File: config.mk
export PLATFORM = sky130hd
export DESIGN_NAME = axi_err_resp
export DESIGN_NICKNAME = d
export VERILOG_FILES = /design/src/rtl/axi_err_resp.sv
export SDC_FILE = /design/constraint.sdc
export NUM_CORES = 1
export LEC_CHECK = 0
export CORE_AREA = 2 2 118 120
export DETAILED_ROUTE_END_ITERATION = 6
export DIE_AREA = 0 0 120 122
export PLACE_DENSITY = 0.77
export SLEW_MARGIN = 10
export SYNTH_ARGS = -nofsm -noshare
export SYNTH_HDL_FRONTEND = slang
export SYNTH_SLANG_ARGS = --single-unit
File: constraint.sdc
create_clock -name clk_i -period 8.4 [get_ports clk_i]
set_input_delay 0.84 -clock clk_i [delete_from_list [all_inputs] [get_ports clk_i]]
set_output_delay 0.84 -clock clk_i [all_outputs]
set_load 0.1 [all_outputs]
File: src/rtl/axi_err_resp.sv
// axi_err_resp: AXI4 terminating subordinate. Every write and read is accepted
// and completed with a fixed error response, honouring burst length and
// returning responses in acceptance order on each path.

package axi_err_resp_pkg;
  localparam int unsigned IdW   = 4;
  localparam int unsigned AddrW = 32;
  localparam int unsigned DataW = 64;
  localparam int unsigned UserW = 1;

  typedef struct packed {
    logic [IdW-1:0]   id;
    logic [AddrW-1:0] addr;
    logic [7:0]       len;
    logic [2:0]       size;
    logic [1:0]       burst;
    logic             lock;
    logic [3:0]       cache;
    logic [2:0]       prot;
    logic [3:0]       qos;
    logic [3:0]       region;
    logic [5:0]       atop;
    logic [UserW-1:0] user;
  } aw_chan_t;

  typedef struct packed {
    logic [DataW-1:0]   data;
    logic [DataW/8-1:0] strb;
    logic               last;
    logic [UserW-1:0]   user;
  } w_chan_t;

  typedef struct packed {
    logic [IdW-1:0]   id;
    logic [1:0]       resp;
    logic [UserW-1:0] user;
  } b_chan_t;

  typedef struct packed {
    logic [IdW-1:0]   id;
    logic [AddrW-1:0] addr;
    logic [7:0]       len;
    logic [2:0]       size;
    logic [1:0]       burst;
    logic             lock;
    logic [3:0]       cache;
    logic [2:0]       prot;
    logic [3:0]       qos;
    logic [3:0]       region;
    logic [UserW-1:0] user;
  } ar_chan_t;

  typedef struct packed {
    logic [IdW-1:0]   id;
    logic [DataW-1:0] data;
    logic [1:0]       resp;
    logic             last;
    logic [UserW-1:0] user;
  } r_chan_t;

  typedef struct packed {
    aw_chan_t aw;
    logic     aw_valid;
    w_chan_t  w;
    logic     w_valid;
    logic     b_ready;
    ar_chan_t ar;
    logic     ar_valid;
    logic     r_ready;
  } axi_req_t;

  typedef struct packed {
    logic    aw_ready;
    logic    ar_ready;
    logic    w_ready;
    logic    b_valid;
    b_chan_t b;
    logic    r_valid;
    r_chan_t r;
  } axi_resp_t;
endpackage

// Small non-fall-through FIFO; full/empty come from the registered occupancy.
module axi_err_resp_fifo #(
  parameter int unsigned Width = 4,
  parameter int unsigned Depth = 4
) (
  input  logic             clk_i,
  input  logic             rst_ni,
  input  logic             push,
  input  logic [Width-1:0] wdata,
  input  logic             pop,
  output logic [Width-1:0] rdata,
  output logic             full,
  output logic             empty
);
  localparam int unsigned     PtrW     = (Depth > 1) ? $clog2(Depth) : 1;
  localparam int unsigned     CntW     = $clog2(Depth + 1);
  localparam logic [PtrW-1:0] LastPtr  = PtrW'(Depth - 1);
  localparam logic [CntW-1:0] DepthCnt = CntW'(Depth);

  logic [Width-1:0] mem [Depth];
  logic [PtrW-1:0]  wr_ptr;
  logic [PtrW-1:0]  rd_ptr;
  logic [CntW-1:0]  count;
  logic             do_push;
  logic             do_pop;

  assign full    = (count == DepthCnt);
  assign empty   = (count == '0);
  assign do_push = push && !full;
  assign do_pop  = pop && !empty;
  assign rdata   = mem[rd_ptr];

  // Pointer and occupancy bookkeeping.
  always_ff @(posedge clk_i or negedge rst_ni) begin
    if (!rst_ni) begin
      wr_ptr <= '0;
      rd_ptr <= '0;
      count  <= '0;
    end else begin
      if (do_push) wr_ptr <= (wr_ptr == LastPtr) ? '0 : wr_ptr + PtrW'(1);
      if (do_pop)  rd_ptr <= (rd_ptr == LastPtr) ? '0 : rd_ptr + PtrW'(1);
      case ({do_push, do_pop})
        2'b10:   count <= count + CntW'(1);
        2'b01:   count <= count - CntW'(1);
        default: count <= count;
      endcase
    end
  end

  // Storage: payload only, never reset; outputs are qualified by empty.
  always_ff @(posedge clk_i) begin
    if (do_push) mem[wr_ptr] <= wdata;
  end
endmodule

module axi_err_resp #(
  parameter int unsigned AxiIdWidth   = 4,
  parameter int unsigned AxiDataWidth = 64,
  parameter type         axi_req_t    = axi_err_resp_pkg::axi_req_t,
  parameter type         axi_resp_t   = axi_err_resp_pkg::axi_resp_t,
  parameter logic [1:0]  Resp         = 2'b11,
  parameter logic [63:0] RespData     = 64'hCA11AB1EBADCAB1E,
  parameter int unsigned MaxTrans     = 4
) (
  input  logic      clk_i,
  input  logic      rst_ni,
  input  axi_req_t  slv_req_i,
  output axi_resp_t slv_resp_o
);
  // Fit the constant read data onto the bus: truncate or zero-extend.
  function automatic logic [AxiDataWidth-1:0] fit_resp_data();
    logic [AxiDataWidth-1:0] fit;
    fit = '0;
    for (int i = 0; i < AxiDataWidth; i++) begin
      if (i < 64) fit[i] = RespData[i];
    end
    return fit;
  endfunction

  localparam logic [AxiDataWidth-1:0] RespDataFit = fit_resp_data();

  logic                  aw_full;
  logic                  aw_empty;
  logic [AxiIdWidth-1:0] aw_head_id;
  logic                  aw_push;
  logic                  b_free;
  logic                  w_ready;
  logic                  w_last_hs;
  logic                  b_vld_p1;
  logic [AxiIdWidth-1:0] b_id_p1;

  logic                    ar_full;
  logic                    ar_empty;
  logic [AxiIdWidth+7:0]   ar_head;
  logic [AxiIdWidth-1:0]   ar_head_id;
  logic [7:0]              ar_head_len;
  logic                    ar_push;
  logic [7:0]              r_cnt;
  logic                    r_last;
  logic                    r_hs;
  logic                    unused_req;

  // Everything except handshakes, IDs, ar.len and w.last is deliberately ignored.
  assign unused_req = ^slv_req_i;

  // ---- write path: AW id FIFO -> W drain -> single-entry B register ----
  assign aw_push   = slv_req_i.aw_valid && !aw_full;
  assign b_free    = !b_vld_p1 || slv_req_i.b_ready;
  // Only the closing beat needs room in the B register; earlier beats just drain.
  assign w_ready   = !aw_empty && (!slv_req_i.w.last || b_free);
  assign w_last_hs = slv_req_i.w_valid && w_ready && slv_req_i.w.last;

  axi_err_resp_fifo #(.Width(AxiIdWidth), .Depth(MaxTrans)) i_aw_fifo (
    .clk_i (clk_i),
    .rst_ni(rst_ni),
    .push  (aw_push),
    .wdata (slv_req_i.aw.id),
    .pop   (w_last_hs),
    .rdata (aw_head_id),
    .full  (aw_full),
    .empty (aw_empty)
  );

  // B register: loaded on the last W beat, held until the initiator takes it.
  always_ff @(posedge clk_i or negedge rst_ni) begin
    if (!rst_ni) begin
      b_vld_p1 <= 1'b0;
      b_id_p1  <= '0;
    end else if (w_last_hs) begin
      b_vld_p1 <= 1'b1;
      b_id_p1  <= aw_head_id;
    end else if (slv_req_i.b_ready) begin
      b_vld_p1 <= 1'b0;
    end
  end

  // ---- read path: AR {id,len} FIFO -> R beat generator ----
  assign ar_push     = slv_req_i.ar_valid && !ar_full;
  assign ar_head_id  = ar_head[AxiIdWidth+7:8];
  assign ar_head_len = ar_head[7:0];
  assign r_last      = (r_cnt == ar_head_len);
  assign r_hs        = !ar_empty && slv_req_i.r_ready;

  axi_err_resp_fifo #(.Width(AxiIdWidth + 8), .Depth(MaxTrans)) i_ar_fifo (
    .clk_i (clk_i),
    .rst_ni(rst_ni),
    .push  (ar_push),
    .wdata ({slv_req_i.ar.id, slv_req_i.ar.len}),
    .pop   (r_hs && r_last),
    .rdata (ar_head),
    .full  (ar_full),
    .empty (ar_empty)
  );

  // Beat counter: 8 bits so len=255 runs the full 256 beats before wrapping.
  always_ff @(posedge clk_i or negedge rst_ni) begin
    if (!rst_ni) begin
      r_cnt <= 8'd0;
    end else if (r_hs) begin
      r_cnt <= r_last ? 8'd0 : r_cnt + 8'd1;
    end
  end

  // Response assembly; payload fields read as zero whenever not valid.
  always_comb begin
    slv_resp_o          = '0;
    slv_resp_o.aw_ready = !aw_full;
    slv_resp_o.ar_ready = !ar_full;
    slv_resp_o.w_ready  = w_ready;
    slv_resp_o.b_valid  = b_vld_p1;
    if (b_vld_p1) begin
      slv_resp_o.b.id   = b_id_p1;
      slv_resp_o.b.resp = Resp;
    end
    slv_resp_o.r_valid = !ar_empty;
    if (!ar_empty) begin
      slv_resp_o.r.id   = ar_head_id;
      slv_resp_o.r.data = RespDataFit;
      slv_resp_o.r.resp = Resp;
      slv_resp_o.r.last = r_last;
    end
  end

  if (MaxTrans < 1) begin : g_bad_depth
    $error("axi_err_resp: MaxTrans must be at least 1");
  end

  a_b_stable: assert property (@(posedge clk_i) disable iff (!rst_ni)
    slv_resp_o.b_valid && !slv_req_i.b_ready |=> slv_resp_o.b_valid && $stable(slv_resp_o.b));
  a_r_stable: assert property (@(posedge clk_i) disable iff (!rst_ni)
    slv_resp_o.r_valid && !slv_req_i.r_ready |=> slv_resp_o.r_valid && $stable(slv_resp_o.r));
  a_no_orphan_w: assert property (@(posedge clk_i) disable iff (!rst_ni)
    !(slv_req_i.w_valid && slv_resp_o.w_ready && aw_empty));
endmodule

== After elaboration in Yosys (flattened, before gate mapping) ==
Memories as Yosys holds them, arrays and structs flattened. A register that Yosys moved wholly into a read port is not among the register bits.
Index checks and enable logic that the tools add are counted.
Word-level totals
  register bits after elaboration: 23
  input port bits: 219
  output and inout port bits: 84
  memories: 2
  memory bits (writable): 64
  logic and storage cells: 70
Memories
  i_ar_fifo.mem: depth 4, bits a word 12, read ports 1, clocked after memory_dff 0, write ports 1, RTL line 102  | logic [Width-1:0] mem [Depth];
  i_aw_fifo.mem: depth 4, bits a word 4, read ports 1, clocked after memory_dff 1, write ports 1, RTL line 102
Operators by class
  reduce and logical (&&, ||, !) cells: 25
  equal/unequal tests: 11
  muxes and demuxes: 15
  add/sub/neg operators: 9
Operator list (number)
  2-to-1 mux 71 bit: 1
  == test 2 bit (second input constant): 6
  one-hot mux 3 bit (2 select lines): 2
  logical AND 1 bit: 11
  adder 2 x 1 -> 2 bit (second input constant): 4
  adder 8 x 1 -> 8 bit (second input constant): 1
  == test 8 bit: 1
  2-to-1 mux 2 bit: 4
  2-to-1 mux 8 bit: 1
  logical NOT 1 bit: 7
  adder 3 x 1 -> 3 bit (second input constant): 2
  == test 3 bit (second input constant): 2
  logical NOT 3 bit: 2
  2-to-1 mux 1 bit: 6
  2-to-1 mux 6 bit: 1
  nonzero test 2 bit: 3
  subtractor 3 x 1 -> 3 bit (second input constant): 2
  == test 2 x 1 -> 1 bit (second input constant): 2
  logical OR 1 bit: 2

== Logic depth before layout (Yosys ltp) ==
Gate-level depths: netlist of the first run.
  word-level depth: 9
  mapped depth: 12
  mapped depth without buffers: 10

== Modules after synthesis ==
From an unflattened synthesis of the first run, not the netlist that was laid out.
Unflattened totals
  cell total of the unflattened synthesis: 323
  area total of the unflattened synthesis: 4610.7 µm²
Modules (own cells, without submodules)
  axi_err_resp_fifo (i_ar_fifo): instances 1, cells each 104, area each 2190.9 µm², seq. area each 1616.6 µm²
  axi_err_resp: instances 1, cells each 158, area each 1361.3 µm², seq. area each 325.3 µm²
  axi_err_resp_fifo (i_aw_fifo): instances 1, cells each 61, area each 1058.5 µm², seq. area each 655.6 µm²

== Worst setup path after synthesis of the first run ==
No wires, ideal clock.
  kind: reg2reg
  start: register i_ar_fifo.count[0]
  end: register i_ar_fifo.count[2]
  stages on the path, launching flop included: 11
  required time: 8321 ps
  clock period less this slack: 3936 ps
  slack: 4464 ps
  setup time: 79 ps
  buffers on the path: 1
  arrival: 3857 ps
  cells stage by stage: dfrtp_1 -> or3_1 -> clkbuf_1 -> nand2_2 -> nor3_4 -> ha_1 -> inv_1 -> fa_1 -> xor2_1 -> nor2_1 -> xor2_1
On the way
  word-level cells in the longest chain between the ends: 7
  elaborated cells on any way between the ends: 15
  those cells by class: 2 x add/sub; 3 x eq/ne; 1 x mux; 9 x reduce/logical
Ends and longest elaborated chain
  start, declared: RTL line 105  | logic [CntW-1:0] count;
  start signal, assigned: RTL line 125  | 2'b10: count <= count + CntW'(1);
  start signal, assigned: RTL line 126  | 2'b01: count <= count - CntW'(1);
  start signal, assigned: RTL line 127  | default: count <= count;
  logical NOT 3 bit *: RTL line 110  | assign empty = (count == '0);
  logical NOT 1 bit *: RTL line 112, 224
  logical AND 1 bit: RTL line 224  | assign r_hs = !ar_empty && slv_req_i.r_ready;
  logical AND 1 bit: RTL line 231  | .pop (r_hs && r_last),
  logical AND 1 bit *: RTL line 112  | assign do_pop = pop && !empty;
  net i_ar_fifo.do_pop: RTL line 107  | logic do_pop;
  == test 2 x 1 -> 1 bit or == test 2 bit (tied branches): RTL line 124  | case ({do_push, do_pop})
  one-hot mux 3 bit (2 select lines) or nonzero test 2 bit (tied branches)
The timed path passes the listed nets; every way through them passes the cells marked *.
A chain may end at the register's enable or synchronous reset.

==> metrics.yaml, run 1 <==
ys.flop_type: "edfxtp_1"
swShare_pct: 52.65
core_sq_um: 13500
gp_congestion: 0.7584
final_nets: 595
r2r_start: "i_ar_fifo.rd_ptr[0]"
finalSetupViolCount: 0
cap_violations: 0
syn_area_sq_um: 4559
hpwl_um: 5315
grt_overflow: 0
dr_total_vias: 2406
n_antenna_cell: 0
drt_pass1_iterations: 4
p_leak_uw: 0.002090
crit_path_end_kind: "output pin"
tightest_slew_ps: 1018
drive_gt1_share_pct: 11.48
viasPerCell: 4.407
htree_levels: 3
hp-start: "i_ar_fifo.count[0]"
hold_viol: 0
fp-row-count: 43
cp.required_ps: 7560
sequentialPowerShare_pct: 28.6
cp.arrival_ps: 4090
synth.top_cell.area_share_pct: 42.15
antenna_found_initial: 0
cts_setup_buffers: 0
io_buffers: 75
fin_skew_ps: 7.769
die_area_sq_um: 14640
synth-edff-count: 64
clockPowerShare_pct: 15.4
avgRoutedWirePerCell_um: 13.87
cp_max_fo: 15
fmax_ghz: 0.2030
holdCritPathClass: "reg -> reg"
tns_ps: 0
switchingPower_uw: 1297
die_h_um: 122
initial_core_util_pct: 33.76
grt_use_total_pct: 10.37
wirelength_um: 7571
path_delay_family: "buffers and inverters"
syn_to_final_growth_pct: 17.70
cts_sinks: 91
worst-path-buf-inv: 1
clk_pin_slew_worst_paths_ps: 70
r2r_end: "i_ar_fifo.count[2]"
clock_path_buffers: 2
synth.largest_area_cell: "edfxtp_1"
start_kind: "flop"
cts_resized: 0
power_density_nw_per_um2: 459.1
crit_path_max_incr_delay_ps: 1160
cts_root_buf: "clkbuf_16"
rsz0062_at_grt: "false"
synth_seq_area_share_pct: 56.97
ys_types: 39
min_to: "i_ar_fifo.count[0]"
ir_drop_mv: 0.3094
clock_latency_ps: 340
io_pins: 303
hold-path-cell-count: 1
numCtsBuffers: 9
synth_cells: 320
grt_pass1_wl_um: 11780
critPathKind: "reg -> out"
async_flop_share_pct: 29.67
utilization_pct: 39.74
ant_nets: 0
tritoncts: "done"
slew_headroom_pct: 31.93
netlist_top_cells_area: "edfxtp_1, dfrtp_1, buf_4, mux4_1, mux4_2"
power.internal_uw: 1167
post-route-drc-count: 0
crit_slowest_cell: "clkdlybuf4s50_1"
drt_iter0_drc: 98
avgSynthCellArea_sq_um: 14.25
first_global_vias: 2337
yosysWarnings: 0
status: "completed"
fp.dieW_um: 120
grt_max_degree: 36
ys_ff_latch: 91
ctsHoldBuffers: 0
regToRegSetupSlack_ps: 4880
fin_crit_ps: 4925
finalCritPeriodShare_pct: 58.63
slew_violations: 0
combPwrFrac_pct: 56.0
worstPathCellList: "mux4_1, xnor2_1, nand4_2, nor2_1, and2_1, clkdlybuf4s50_1"
reg2reg_depth: 10
==> cell type report <==
type                       instances  area (sq um)
fill                            1241          8138
sequential                        91          2597
multi-input combinational        170          1446
timing repair buffer              77         765.7
clock buffer                       9         225.2
tap                              180         225.2
clock inverter                     7         61.31
inverter                          12         45.04
==> stage by stage <==
| stage | hold WS (ps) | setup WS (ps) | instance area (sq um) | std cells | power (uW) |
|---|---|---|---|---|---|
| 6_report | 496.5 | 3475 | 5366 | 546 | 2464 |
| 5_1_grt | 524.2 | 3306 | 5366 | 546 | 2572 |
| 4_1_cts | 495.9 | 3452 | 5366 | 546 | 2483 |
| 3_5_place_dp | 480.8 | 3828 | 5080 | 530 | 2101 |
| 3_3_place_gp | 473.7 | 3822 | 5080 | 530 | 2071 |
| 2_1_floorplan | 455.5 | 4464 | 4676 | 351 | 1938 |
==> worst max path at each step <==
stage / slack [ps] / depth (start not counted) / end / start
after floorplan: 4460 / 10 / i_ar_fifo.count[2] / i_ar_fifo.count[0]
after global placement: 3820 / 6 / slv_resp_o[1] / i_ar_fifo.rd_ptr[0]
after detailed placement: 3830 / 6 / slv_resp_o[1] / i_ar_fifo.rd_ptr[0]
after CTS: 3450 / 6 / slv_resp_o[1] / i_ar_fifo.rd_ptr[0]
after global routing: 3310 / 6 / slv_resp_o[1] / i_ar_fifo.rd_ptr[0]
final: 3470 / 6 / slv_resp_o[1] / i_ar_fifo.rd_ptr[0]
==> layout by cell type (no fill, tap or decap), drive strengths merged, types with 3 or more instances in the layout <==
cell | netlist | layout
clkdlybuf4s50 | 0 | 75
edfxtp | 64 | 64
conb | 1 | 32
dfrtp | 27 | 27
nand2 | 18 | 18
mux4 | 16 | 16
inv | 12 | 15
ha | 13 | 13
xnor2 | 10 | 10
and2 | 9 | 9
o21ai | 9 | 9
clkbuf | 3 | 9
mux2 | 9 | 9
nor2 | 8 | 8
and3 | 8 | 8
nor3 | 8 | 8
nand3 | 5 | 5
a21o | 4 | 4
xor2 | 4 | 4
mux2i | 3 | 3
clkinv | 0 | 3
==> flip-flops by register name (all words and copies together) (netlist names) <==
name / flops
i_ar_fifo.mem: 48
i_aw_fifo.mem: 16
r_cnt: 8
b_id_p1: 4
i_ar_fifo.count: 3
i_aw_fifo.count: 3
i_ar_fifo.rd_ptr: 2
i_ar_fifo.wr_ptr: 2
i_aw_fifo.rd_ptr: 2
i_aw_fifo.wr_ptr: 2
b_vld_p1: 1
==> routing by layer <==
metal	global-route usage, %	share of wire (%)	wire length, um
met1	14.67	48	3654
met2	15.77	46	3488
met3	1.545	4.2	317
met4	4.853	1.5	112
met5	0	0	0
==> power by group through the flow <==
stage / Combinational, uW / Sequential [uW] / Clock [uW]
global route: 1440 / 721 / 408
global placement: 1370 / 705 / 0
finish: 1380 / 704 / 380
floorplan: 1270 / 671 / 0
detailed placement: 1390 / 715 / 0
CTS: 1390 / 706 / 387
==> cells in the mapped netlist (2+ instances only) <==
library cell,instances
nand3_1,5
mux2_2,7
xor2_1,4
nand2_1,17
xnor2_1,8
o211ai_1,2
ha_1,13
buf_4,72
or2_2,2
inv_1,12
and3_1,8
o21ai_0,9
nor3_1,7
mux2_4,2
fa_1,2
mux4_1,8
mux2i_1,3
edfxtp_1,64
a21o_1,4
clkbuf_1,3
and2_1,9
mux4_2,8
dfrtp_1,27
nor2_1,8
xnor2_2,2
==> cells by family (layout without fill, tap and decap cells) <==
family | Yosys count | in the layout | synth area share (%)
xor+xnor | 14 | 14 | 3.019
other cells | 1 | 32 | 0.08225
mux | 28 | 28 | 11.61
buf+inv | 90 | 105 | 13.86
fa+ha+maj | 15 | 15 | 4.446
compound gates | 18 | 18 | 2.360
simple gates | 63 | 63 | 7.657
flops | 91 | 91 | 56.97
(Power assumes the default switching activity.)
==> run 2: changes to the inputs <==
--- a/config.mk
+++ b/config.mk
@@ -5,10 +5,11 @@
 export SDC_FILE = /design/constraint.sdc
 export NUM_CORES = 1
 export LEC_CHECK = 0
-export CORE_AREA = 2 2 118 120
+export CORE_ASPECT_RATIO = 2
+export CORE_MARGIN = 2
+export CORE_UTILIZATION = 33
 export DETAILED_ROUTE_END_ITERATION = 6
-export DIE_AREA = 0 0 120 122
-export PLACE_DENSITY = 0.77
+export PLACE_DENSITY = 0.78
 export SLEW_MARGIN = 10
 export SYNTH_ARGS = -nofsm -noshare
 export SYNTH_HDL_FRONTEND = slang
==> constraint.sdc (replaced) <==
create_clock -name clk_i -period 4.3 [get_ports clk_i]
set_input_delay 0.43 -clock clk_i [delete_from_list [all_inputs] [get_ports clk_i]]
set_output_delay 0.43 -clock clk_i [all_outputs]
set_load 0.1 [all_outputs]
==> metrics.yaml, run 2 (same netlist as run 1, synthesis figures left out) <==
finalCritPeriodShare_pct: 87.00
io_pins: 303  # unchanged
worstPathCellList: "mux4_1, xnor2_1, nand4_2, nor2_1, and2_1, buf_4"
final_nets: 595  # unchanged
grt_use_total_pct: 11.03  # +0.66 points
fp.dieW_um: 87.12  # -27%
cap_violations: 0  # unchanged
grt_max_degree: 44  # +22%
wirelength_um: 8221  # +8.6%
holdCritPathClass: "in -> async"
wl_met3_um: 271  # -15%
power_density_nw_per_um2: 904.1  # +97%
die_area_sq_um: 14830  # +1.3%
post-route-drc-count: 0  # unchanged
drt_pass1_iterations: 4  # unchanged
cts_sinks: 91  # unchanged
numCtsBuffers: 9  # unchanged
reg_top3: "i_ar_fifo.mem x48, i_aw_fifo.mem x16, r_cnt x8"
tritoncts: "done"
avgRoutedWirePerCell_um: 15.78  # +14%
gp_congestion: 0.7513  # -0.94%
hpwl_um: 6174  # +16%
dr_total_vias: 2392  # -0.58%
hold_viol: 0  # unchanged
antenna_found_initial: 0  # unchanged
syn_to_final_growth_pct: 16.36
cp.arrival_ps: 3310  # -780 ps
clk_pin_slew_worst_paths_ps: 60  # about the same
met1_length_um: 2855  # -22%
fmax_ghz: 0.2673
cts_setup_buffers: 0  # unchanged
n_antenna_cell: 0  # unchanged
cts_resized: 0  # unchanged
drive_gt1_share_pct: 12.84  # +1.4 points
ant_nets: 0  # unchanged
slew_headroom_pct: 33.00  # +1.1 points
fin_crit_ps: 3741
io_buffers: 75  # unchanged
drt_iter0_drc: 63  # -36%
clock_latency_ps: 330  # about the same
core_sq_um: 13510  # about the same
crit_path_end_kind: "output pin"
cts_root_buf: "clkbuf_16"
largest-register: "i_ar_fifo.mem"
grt_pass1_wl_um: 12430  # +5.6%
cp.required_ps: 3870  # -3690 ps
ir_drop_mv: 0.6037  # +95%
status: "completed"
fp-row-count: 60  # +40%
htree_levels: 3  # unchanged
crit_path_max_incr_delay_ps: 850  # -310 ps
r2r_start: "i_ar_fifo.rd_ptr[0]"
critPathKind: "reg -> out"
tightest_slew_ps: 1002  # -15.92 ps
power_uw: 4796  # +95%
viasPerCell: 4.591  # +4.2%
final_common_cell: "clkdlybuf4s50_1"
crit_start: "i_ar_fifo.rd_ptr[0]"
die_h_um: 170.2  # +40%
cp_max_fo: 15  # unchanged
top_layer: "met4"
tns_ps: 0  # unchanged
first_global_vias: 2469  # +5.6%
rsz0062_at_grt: "false"
finalSetupViolCount: 0  # unchanged
clock_path_buffers: 2  # unchanged
fin_skew_ps: 3.466  # -4.303 ps
initial_core_util_pct: 33.74  # about the same
largest_register_ffs: 48  # unchanged
ctsHoldBuffers: 0  # unchanged
slew_violations: 0  # unchanged
p_leak_uw: 0.002091  # about the same
grt_overflow: 0  # unchanged
final_cell_mix: "clkdlybuf4s50_1, edfxtp_1, conb_1"
crit_slowest_cell: "dfrtp_1"
met2_wirelength_um: 4943  # +42%
start_kind: "flop"
==> run 2: where the power goes <==
| group | internal [uW] | switching [uW] |
|---|---|---|
| sequential | 1190 | 192 |
| combinational | 682 | 2030 |
| clock | 392 | 312 |
==> run 2: worst paths after layout <==
check / to / slack (ps) / depth (start not counted)
max: slv_resp_o[1] / 560 / 6
min: b_vld_p1 / 490 / 2
max reg2reg: i_ar_fifo.count[2] / 680 / 10
min reg2reg: i_ar_fifo.count[2] / 500 / 1
max in group asynchronous: i_aw_fifo.count[0] / 3510 / 2
min in group clk_i: i_ar_fifo.count[2] / 500 / 1
==> run 2: per-layer routing <==
layer  global-route usage (%)  up-vias
met1                    10.42     1171
met2                    22.07       85
met5                        0        -
li1                         -     1124
met4                    4.281        0
met3                    2.182       12
==> run 2: critical path: cells and delay by family, from the launching register on <==
kind                   cells  cell delay (ps)
XOR/XNOR                   1              250
flip-flops                 1              850
buffers and inverters      1              290
multiplexers               1              690
AND/OR/NAND/NOR            3              900
==> run 2: per-stage QoR <==
stage | util [%] | instance area [sq um] | worst slack, ps | hold slack (ps) | std cells
6_report | 39.26 | 5305 | 558.9 | 489.4 | 521
5_1_grt | 39.26 | 5305 | 357.5 | 513.7 | 521
4_1_cts | 39.26 | 5305 | 519.8 | 492.9 | 521
3_5_place_dp | 37.27 | 5036 | 682.1 | 490.1 | 505
3_3_place_gp | 37.27 | 5036 | 840.8 | 474.3 | 505
2_1_floorplan | - | 4676 | 363.6 | 134.4 | 351
==> run 2: area by class of cell <==
class,count,area (sq um)
repair buffers,77,753.2
clock buffers,10,229.0
multi-input cells,170,1446
inverters,12,45.04
well taps,155,193.9
clock inverters,6,40.04
flip-flops and latches,91,2597
fillers,1222,8208
